`config.mk`:
```
export PLATFORM = sky130hd
export DESIGN_NAME = bound_flasher_seq_flat
export DESIGN_NICKNAME = d
export VERILOG_FILES = /design/src/rtl/bound_flasher_seq_pkg.sv /design/src/rtl/bound_flasher_seq_if.sv /design/src/rtl/bound_flasher_seq_prescaler.sv /design/src/rtl/bound_flasher_seq.sv /design/src/flat_wrapper.sv
export SDC_FILE = /design/constraint.sdc
export NUM_CORES = 1
export LEC_CHECK = 0
export ABC_AREA = 1
export CAP_MARGIN = 20
export CORE_MARGIN = 2
export CORE_UTILIZATION = 50
export DETAILED_ROUTE_END_ITERATION = 8
export PLACE_DENSITY_LB_ADDON = 0.3
export RECOVER_POWER = 100
export SYNTH_ARGS = -nofsm -noshare
export SYNTH_HDL_FRONTEND = slang
export SYNTH_SLANG_ARGS = --single-unit
export TNS_END_PERCENT = 30
```
`constraint.sdc`:
```
create_clock -name clk -period 2.25 [get_ports clk]
set_input_delay 0.225 -clock clk [delete_from_list [all_inputs] [get_ports clk]]
set_output_delay 0.225 -clock clk [all_outputs]
set_load 0.03 [all_outputs]
```
`src/rtl/bound_flasher_seq_pkg.sv`:
```
// Shared types and default geometry for the lamp-bar flasher sequencer.
package bf_pkg;

    typedef enum logic [2:0] {
        IDLE      = 3'd0,
        UP_FULL   = 3'd1,
        DOWN_KP1  = 3'd2,
        UP_KP2    = 3'd3,
        DOWN_ZERO = 3'd4,
        UP_FULL2  = 3'd5,
        DOWN_END  = 3'd6
    } state_t;

    localparam int LAMPS_DEF = 16;
    localparam int KP1_DEF   = 5;
    localparam int KP2_DEF   = 10;

endpackage

```
`src/rtl/bound_flasher_seq_if.sv`:
```
// Request/status bundle between the flasher sequencer and the lamp output stage.
interface bound_flasher_seq_if #(
    parameter int LAMPS = bf_pkg::LAMPS_DEF
);
    import bf_pkg::*;

    logic             flick;
    logic [LAMPS-1:0] lamps;
    state_t           main_state;
    logic             busy;
    logic             done;

    modport master (output flick, input lamps, main_state, busy, done);
    modport slave  (input flick, output lamps, main_state, busy, done);
endinterface

```
`src/rtl/bound_flasher_seq_prescaler.sv`:
```
// Step prescaler: emits one tick every STEP_DIV clocks while run is high,
// and is held at zero while run is low.
module bf_step_prescaler #(
    parameter int STEP_DIV = 1
) (
    input  logic clk,
    input  logic rst,
    input  logic run,
    output logic tick
);
    localparam int PW = (STEP_DIV > 1) ? $clog2(STEP_DIV) : 1;
    localparam logic [PW-1:0] LAST = PW'(STEP_DIV - 1);

    logic [PW-1:0] cnt_q;
    logic [PW-1:0] cnt_d;

    always_comb begin
        tick  = run && (cnt_q == LAST);
        cnt_d = cnt_q + PW'(1);
        if (!run || tick) begin
            cnt_d = '0;
        end
    end

    always_ff @(posedge clk or posedge rst) begin
        if (rst) begin
            cnt_q <= '0;
        end else begin
            cnt_q <= cnt_d;
        end
    end
endmodule

```
`src/rtl/bound_flasher_seq.sv`:
```
// Lamp-bar flasher sequencer: main FSM, lamp counter and thermometer lamp decode.
// Define BF_FLICK_SYNC_EN to pass flick through a 2-flop synchronizer first.
module bound_flasher_seq #(
    parameter int LAMPS    = bf_pkg::LAMPS_DEF,
    parameter int KP1      = bf_pkg::KP1_DEF,
    parameter int KP2      = bf_pkg::KP2_DEF,
    parameter int STEP_DIV = 1
) (
    input  logic               clk,
    input  logic               rst,
    bound_flasher_seq_if.slave bus
);
    import bf_pkg::*;

    localparam int CW = $clog2(LAMPS + 1);
    localparam logic [CW-1:0] LAMPS_C = CW'(LAMPS);
    localparam logic [CW-1:0] KP1_C   = CW'(KP1);
    localparam logic [CW-1:0] KP2_C   = CW'(KP2);

    state_t           state_q, state_d;
    logic [CW-1:0]    count_q, count_d;
    logic             done_q, done_d;
    logic [CW-1:0]    n_up, n_dn;
    logic             tick;
    logic             flick_s;
    logic [LAMPS-1:0] lamps_dec;
    logic             busy_dec;

`ifdef BF_FLICK_SYNC_EN
    logic [1:0] flick_sync_q;

    always_ff @(posedge clk or posedge rst) begin
        if (rst) begin
            flick_sync_q <= '0;
        end else begin
            flick_sync_q <= {flick_sync_q[0], bus.flick};
        end
    end

    assign flick_s = flick_sync_q[1];
`else
    assign flick_s = bus.flick;
`endif

    bf_step_prescaler #(
        .STEP_DIV (STEP_DIV)
    ) u_prescaler (
        .clk  (clk),
        .rst  (rst),
        .run  (busy_dec),
        .tick (tick)
    );

    always_ff @(posedge clk or posedge rst) begin
        if (rst) begin
            state_q <= IDLE;
            count_q <= '0;
            done_q  <= 1'b0;
        end else begin
            state_q <= state_d;
            count_q <= count_d;
            done_q  <= done_d;
        end
    end

    // Out-of-range counts fall back to IDLE instead of wrapping.
    always_comb begin
        n_up    = count_q + CW'(1);
        n_dn    = count_q - CW'(1);
        state_d = state_q;
        count_d = count_q;
        done_d  = 1'b0;
        case (state_q)
            IDLE: begin
                count_d = '0;
                if (flick_s) begin
                    state_d = UP_FULL;
                end
            end
            UP_FULL, UP_KP2, UP_FULL2: begin
                if (tick) begin
                    if (count_q >= LAMPS_C) begin
                        state_d = IDLE;
                        count_d = '0;
                    end else begin
                        count_d = n_up;
                        if (state_q == UP_FULL) begin
                            if (n_up == LAMPS_C) state_d = DOWN_KP1;
                        end else if (state_q == UP_KP2) begin
                            if (n_up == KP2_C) state_d = flick_s ? DOWN_KP1 : DOWN_ZERO;
                        end else if (flick_s && (n_up == KP1_C || n_up == KP2_C)) begin
                            state_d = DOWN_ZERO;
                        end else if (n_up == LAMPS_C) begin
                            state_d = DOWN_END;
                        end
                    end
                end
            end
            DOWN_KP1, DOWN_ZERO, DOWN_END: begin
                if (tick) begin
                    if (count_q == '0) begin
                        state_d = IDLE;
                        count_d = '0;
                    end else begin
                        count_d = n_dn;
                        if (state_q == DOWN_KP1) begin
                            if (n_dn == KP1_C) state_d = UP_KP2;
                        end else if (state_q == DOWN_ZERO) begin
                            if (n_dn == '0) state_d = UP_FULL2;
                        end else if (n_dn == '0) begin
                            state_d = IDLE;
                            done_d  = 1'b1;
                        end
                    end
                end
            end
            default: begin
                state_d = IDLE;
                count_d = '0;
            end
        endcase
    end

    always_comb begin
        lamps_dec = '0;
        for (int i = 0; i < LAMPS; i++) begin
            lamps_dec[i] = (i < int'(count_q));
        end
        busy_dec = (state_q != IDLE);
    end

    assign bus.lamps      = lamps_dec;
    assign bus.main_state = state_q;
    assign bus.busy       = busy_dec;
    assign bus.done       = done_q;
endmodule

```
`src/flat_wrapper.sv`:
```
// flat-port wrapper written by rule: the top's interface ports become plain ports
module bound_flasher_seq_flat import bf_pkg::*;
#(
    parameter int LAMPS    = bf_pkg::LAMPS_DEF,
    parameter int KP1      = bf_pkg::KP1_DEF,
    parameter int KP2      = bf_pkg::KP2_DEF,
    parameter int STEP_DIV = 1
)
  (clk, rst, bus_flick, bus_lamps, bus_main_state, bus_busy, bus_done);
  bound_flasher_seq_if #(.LAMPS(LAMPS)) bus_i ();
  input  logic clk;
  input  logic rst;
  input wire logic [$bits(bus_i.flick)-1:0] bus_flick;
  output wire logic [$bits(bus_i.lamps)-1:0] bus_lamps;
  output wire logic [$bits(bus_i.main_state)-1:0] bus_main_state;
  output wire logic [$bits(bus_i.busy)-1:0] bus_busy;
  output wire logic [$bits(bus_i.done)-1:0] bus_done;
  assign bus_i.flick = bus_flick;
  assign bus_lamps = bus_i.lamps;
  assign bus_main_state = bus_i.main_state;
  assign bus_busy = bus_i.busy;
  assign bus_done = bus_i.done;
  bound_flasher_seq #(.LAMPS(LAMPS), .KP1(KP1), .KP2(KP2), .STEP_DIV(STEP_DIV)) u_core (.clk(clk), .rst(rst), .bus(bus_i));
endmodule
```
# Word level (Yosys, flattened, before mapping)
# Index checks and enable logic that the tools add are counted.
# op_classes
addsub	3
n_lt_le_gt_ge	17
n_eq_ne	18
muxes	30
n_bitwise	1
n_reduce_logical	13
# op_table
op	count
two-way mux 3 bit	17
< comparator 4 x 5 -> 1 bit (first input constant)	8
< comparator 3 x 5 -> 1 bit (first input constant)	4
two-way mux 5 bit	4
== test 5 x 3 -> 1 bit (second input constant)	2
zero test 5 bit	2
< comparator 1 x 5 -> 1 bit (first input constant)	2
< comparator 2 x 5 -> 1 bit (first input constant)	2
case mux 5 bit (2 select lines)	1
== test 3 bit (second input constant)	3
case mux 3 bit (3 select lines)	1
!= test 4 x 3 -> 1 bit (second input constant)	2
AND reduction 8 bit	1
two-way mux 1 bit	7
== test 3 x 2 -> 1 bit (second input constant)	2
OR reduction 3 bit	2
adder 5 x 1 -> 5 bit (second input constant)	1
== test 5 x 4 -> 1 bit (second input constant)	1
== test 5 bit (second input constant)	1
>= comparator 5 bit (second input constant)	1
!= test 5 x 1 -> 1 bit (second input constant)	1
!= test 5 x 3 -> 1 bit (second input constant)	1
subtractor 5 x 1 -> 5 bit (second input constant)	1
!= test 2 x 1 -> 1 bit (second input constant)	2
11 further kinds	13
# word_totals
ff_bits	10
input_bits	3
out_inout_bits	21
wordCells	86

# Logic depth before layout (Yosys ltp)
# logic_depth
word_depth	10
ltp_mapped	14
ltp_nobuf	14

# Cells and area by module
# From an unflattened synthesis, not the netlist that was laid out.
# unflattened
hier_cells	175
area_unflattened_um2	1094.8
# modules_own_cells
mod	n_inst	cells_per_inst	area_each_um2	seq_area_each_um2
bound_flasher_seq	1	170	1052.3	225.2
bf_step_prescaler	1	5	42.5	25.0

# Worst setup path after synthesis
# OpenSTA, ideal clock, no wires.
# synth_path
kind	register -> output
start	register u_core.count_q[1]
end	output bus_lamps[10]
arrival_ps	1950
t_required_ps	2025
setup_slack_ps	75
stages_incl_launch_ff	6
path_buffers	1
cell_sequence	dfrtp_1 > buf_4 > nor2_2 > o21ai_0 > inv_1 > a31oi_1
# synth_between
elab_chain_len	1
# synth_rtl
item	line	source
start: declaration	bound_flasher_seq.sv:21	logic [CW-1:0] count_q, count_d;
start signal: assignment	bound_flasher_seq.sv:61	count_q <= count_d;
< comparator 4 x 5 -> 1 bit	bound_flasher_seq.sv:127	lamps_dec[i] = (i < int'(count_q));
end: declaration	flat_wrapper.sv:14	output wire logic [$bits(bus_i.lamps)-1:0] bus_lamps;
# Every way passes these cells.

# Worst setup path in the final report
# layout_path
start	register u_core.count_q[2]
end	output bus_lamps[12]
# Same word-level chain as after synthesis.

==> flow_metrics.env <==
export IMPL_drt_drc_violations_left=0
export IMPL_cts_hold_buf=0
export IMPL_vias=1162
export IMPL_drive_above_1_share_pct=12.06
export IMPL_routed_wirelength_um=2657
export IMPL_diodes=0
export IMPL_grt_max_degree=11
export IMPL_synthCells=173
export IMPL_grt_pass1_vias=984
export IMPL_drt_iter0_drc=59
export IMPL_setup_violations_final=0
export IMPL_syn_avg_cell_area_um2=6.213
export IMPL_synth_cell_types=28
export IMPL_row_count=16
export IMPL_slew_violations=0
export IMPL_grt_pass1_wl_um=4347
export IMPL_grt_usage_pct=21.95
export IMPL_fin_skew_ns=0.004396
export IMPL_cts_root_buffer="clkbuf_4"
export IMPL_wl_per_cell_um=11.76
export IMPL_cts_repair_resized=2
export IMPL_hp_class="input pin to async pin"
export IMPL_final_cell_mix="nand2_1, inv_1, nor2_1, nand3_1, o21ai_0"
export IMPL_rsz0062_at_grt="false"
export IMPL_critPathSlowestCell="clkdlybuf4s50_1"
export IMPL_htree_levels=1
export IMPL_routed_via_density=5.142
export IMPL_path_buf_inv=1
export IMPL_setup_slack_ns=0.08470
export IMPL_synth_seq_area_share_pct=23.28
export IMPL_rrSetupSlack_ns=0.23
export IMPL_postCtsSetupBuffers=0
export IMPL_mostFrequentLayoutCell="nand2_1"
export IMPL_nets=210
export IMPL_clk_path_buf_depth=2
export IMPL_setup_tns_ns=0
export IMPL_max_stage_delay_ns=0.72
export IMPL_path_class="register to output pin"
export IMPL_max_cap_violations=0
export IMPL_start_util_pct=53.69
export IMPL_place_gp_congestion=0.9023
export IMPL_cpMostUsedCell="o21ai_0"
export IMPL_final_cell_area_um2=1324
export IMPL_placed_cell_area_um2=1324
export IMPL_core_area_um2=2002
export IMPL_die_area_um2=2537
export IMPL_area_growth_syn_to_layout_pct=23.17
export IMPL_timing_final_crit_share_pct=96.24
export IMPL_multi_input_area_um2=661.9
export IMPL_synth_seq_cells=10
export IMPL_crit_arrival_ns=1.94
export IMPL_io_buffers=23
export IMPL_synthesis_nets=183
export IMPL_crit_start="u_core.count_q[2]$_DFFE_PP0P_"
export IMPL_io_pins=24
export IMPL_reg2reg_depth=13
export IMPL_die_w_um=50.37
export IMPL_yosysWarnings=0
export IMPL_syn_area_um2=1075
export IMPL_cts_buffers=3
export IMPL_synth_edf_count=0
export IMPL_maxSlewHeadroom_pct=61.24
export IMPL_r2r_start="u_core.count_q[1]$_DFFE_PP0P_"
export IMPL_fillers=179
export IMPL_antenna_found_initial=0
export IMPL_path_cells="o21ai_0 > o21ai_0 > clkdlybuf4s50_1"
export IMPL_drt_first_pass_iters=4
export IMPL_place_ws_ns=0.2413
export IMPL_cts_sinks=10
export IMPL_critPathLaunchType="register"
export IMPL_critPathTopFamily="buffers and inverters"
export IMPL_hold_violations=0
export IMPL_crit_required_ns=2.03
export IMPL_period_needed_ns=2.165
export IMPL_seq_area_um2=251.5
export IMPL_synth_main_ff_cell="dfrtp_1"
export IMPL_gr_total_overflow=0
export IMPL_reg2reg_to="u_core.bus.main_state[2]$_DFFE_PP0P_"
export IMPL_crit_fanout=9
export IMPL_clk_pin_slew_ns=0.06
export IMPL_die_height_um=50.37
export IMPL_dp_hpwl_um=2057
export IMPL_status="finished, final reports clean"
export IMPL_cts_tree="yes"
export IMPL_insertion_delay_ns=0.27
export IMPL_worst_slew_pin_slew_ns=0.5814
export IMPL_max_freq_mhz=461.8
export IMPL_end_kind="output pin"
export IMPL_ys_async_sr_fraction_pct=100.0
export IMPL_ant_nets=0
## per-layer routing
metal  GRT usage, %  wire length [µm]  vias up  share of wire, %
met3         0.8929               144        5               5.4
li1               -                 -      596                 -
met2          33.11              1228       41                46
met4          6.757                29        0               1.1
met1          33.71              1254      520                47
met5              0                 0        -                 0
## Yosys cell counts (all sizes together), types with 2 or more instances
library cell,number,share of area (%)
a21oi,5,2.3
dfrtp,10,23
nor3,2,0.93
buf,4,3.5
inv,29,10
ha,7,8.1
nand4,3,2.3
nand2,52,19
o21ai,15,7.3
a22oi,3,2.6
nand3,13,6.5
nor2,24,9.3
## cell families after synthesis
kind of cell             Yosys count  share of synthesized area (%)
adder cells (fa/ha/maj)            7                          8.149
buffers and inverters             34                          14.44
flip-flops                        10                          23.28
AND/OR/NAND/NOR                   95                          38.77
other                              1                         0.3489
AO/OA/AOI/OAI                     25                          13.50
XOR/XNOR                           1                          1.514
## how the worst max path moves through the flow
| stage | end | cells after the start |
|---|---|---|
| 2_1_floorplan | bus_lamps[10] | 5 |
| 3_3_place_gp | bus_lamps[10] | 5 |
| 3_5_place_dp | bus_lamps[10] | 5 |
| 4_1_cts | bus_lamps[1] | 5 |
| 5_1_grt | u_core.bus.main_state[1]$_DFFE_PP0P_ | 13 |
| 6_report | bus_lamps[12] | 3 |
## flip-flops by register name, indices dropped and copies added, names as in the netlist
name	flops
u_core.count_q	5
u_core.bus.main_state	3
u_core.u_prescaler.cnt_q	1
u_core.bus.done	1
## worst reg2reg max path: stages (launching register included)
cell and delay [ns]:
dfrtp_1 0.43, inv_1 0.18, ha_2 0.27, nand3_1 0.10, nor2_1 0.16, inv_1 0.08, nand2_1 0.08, nor2_1 0.05
nand2_1 0.08, nand2_1 0.08, nor2_2 0.20, nand2_2 0.09, nand2_1 0.06, nand2_1 0.05
## stage by stage
stage | utilization [%] | instances | hold WS (ns)
global route | 66.13 | 226 | 0.4245
global placement | 66.13 | 222 | 0.5174
CTS | 68.00 | 226 | 0.2301
floorplan | - | 173 | 0.06518
finish | 66.13 | 226 | 0.3581
detailed placement | 66.13 | 222 | 0.5200
## area by class of cell
| type | count | share of cell area, % |
|---|---|---|
| Timing Repair Buffer | 26 | 17.11 |
| Inverter | 30 | 8.601 |
| Multi-Input combinational cell | 129 | 50.00 |
| Sequential cell | 10 | 19.00 |
| Tap cell | 27 | 2.552 |
| Clock buffer | 4 | 2.741 |
Power is left out: the tool's default activity adds up to more than one toggle a clock period on the data nets, which glitch-free logic cannot reach.
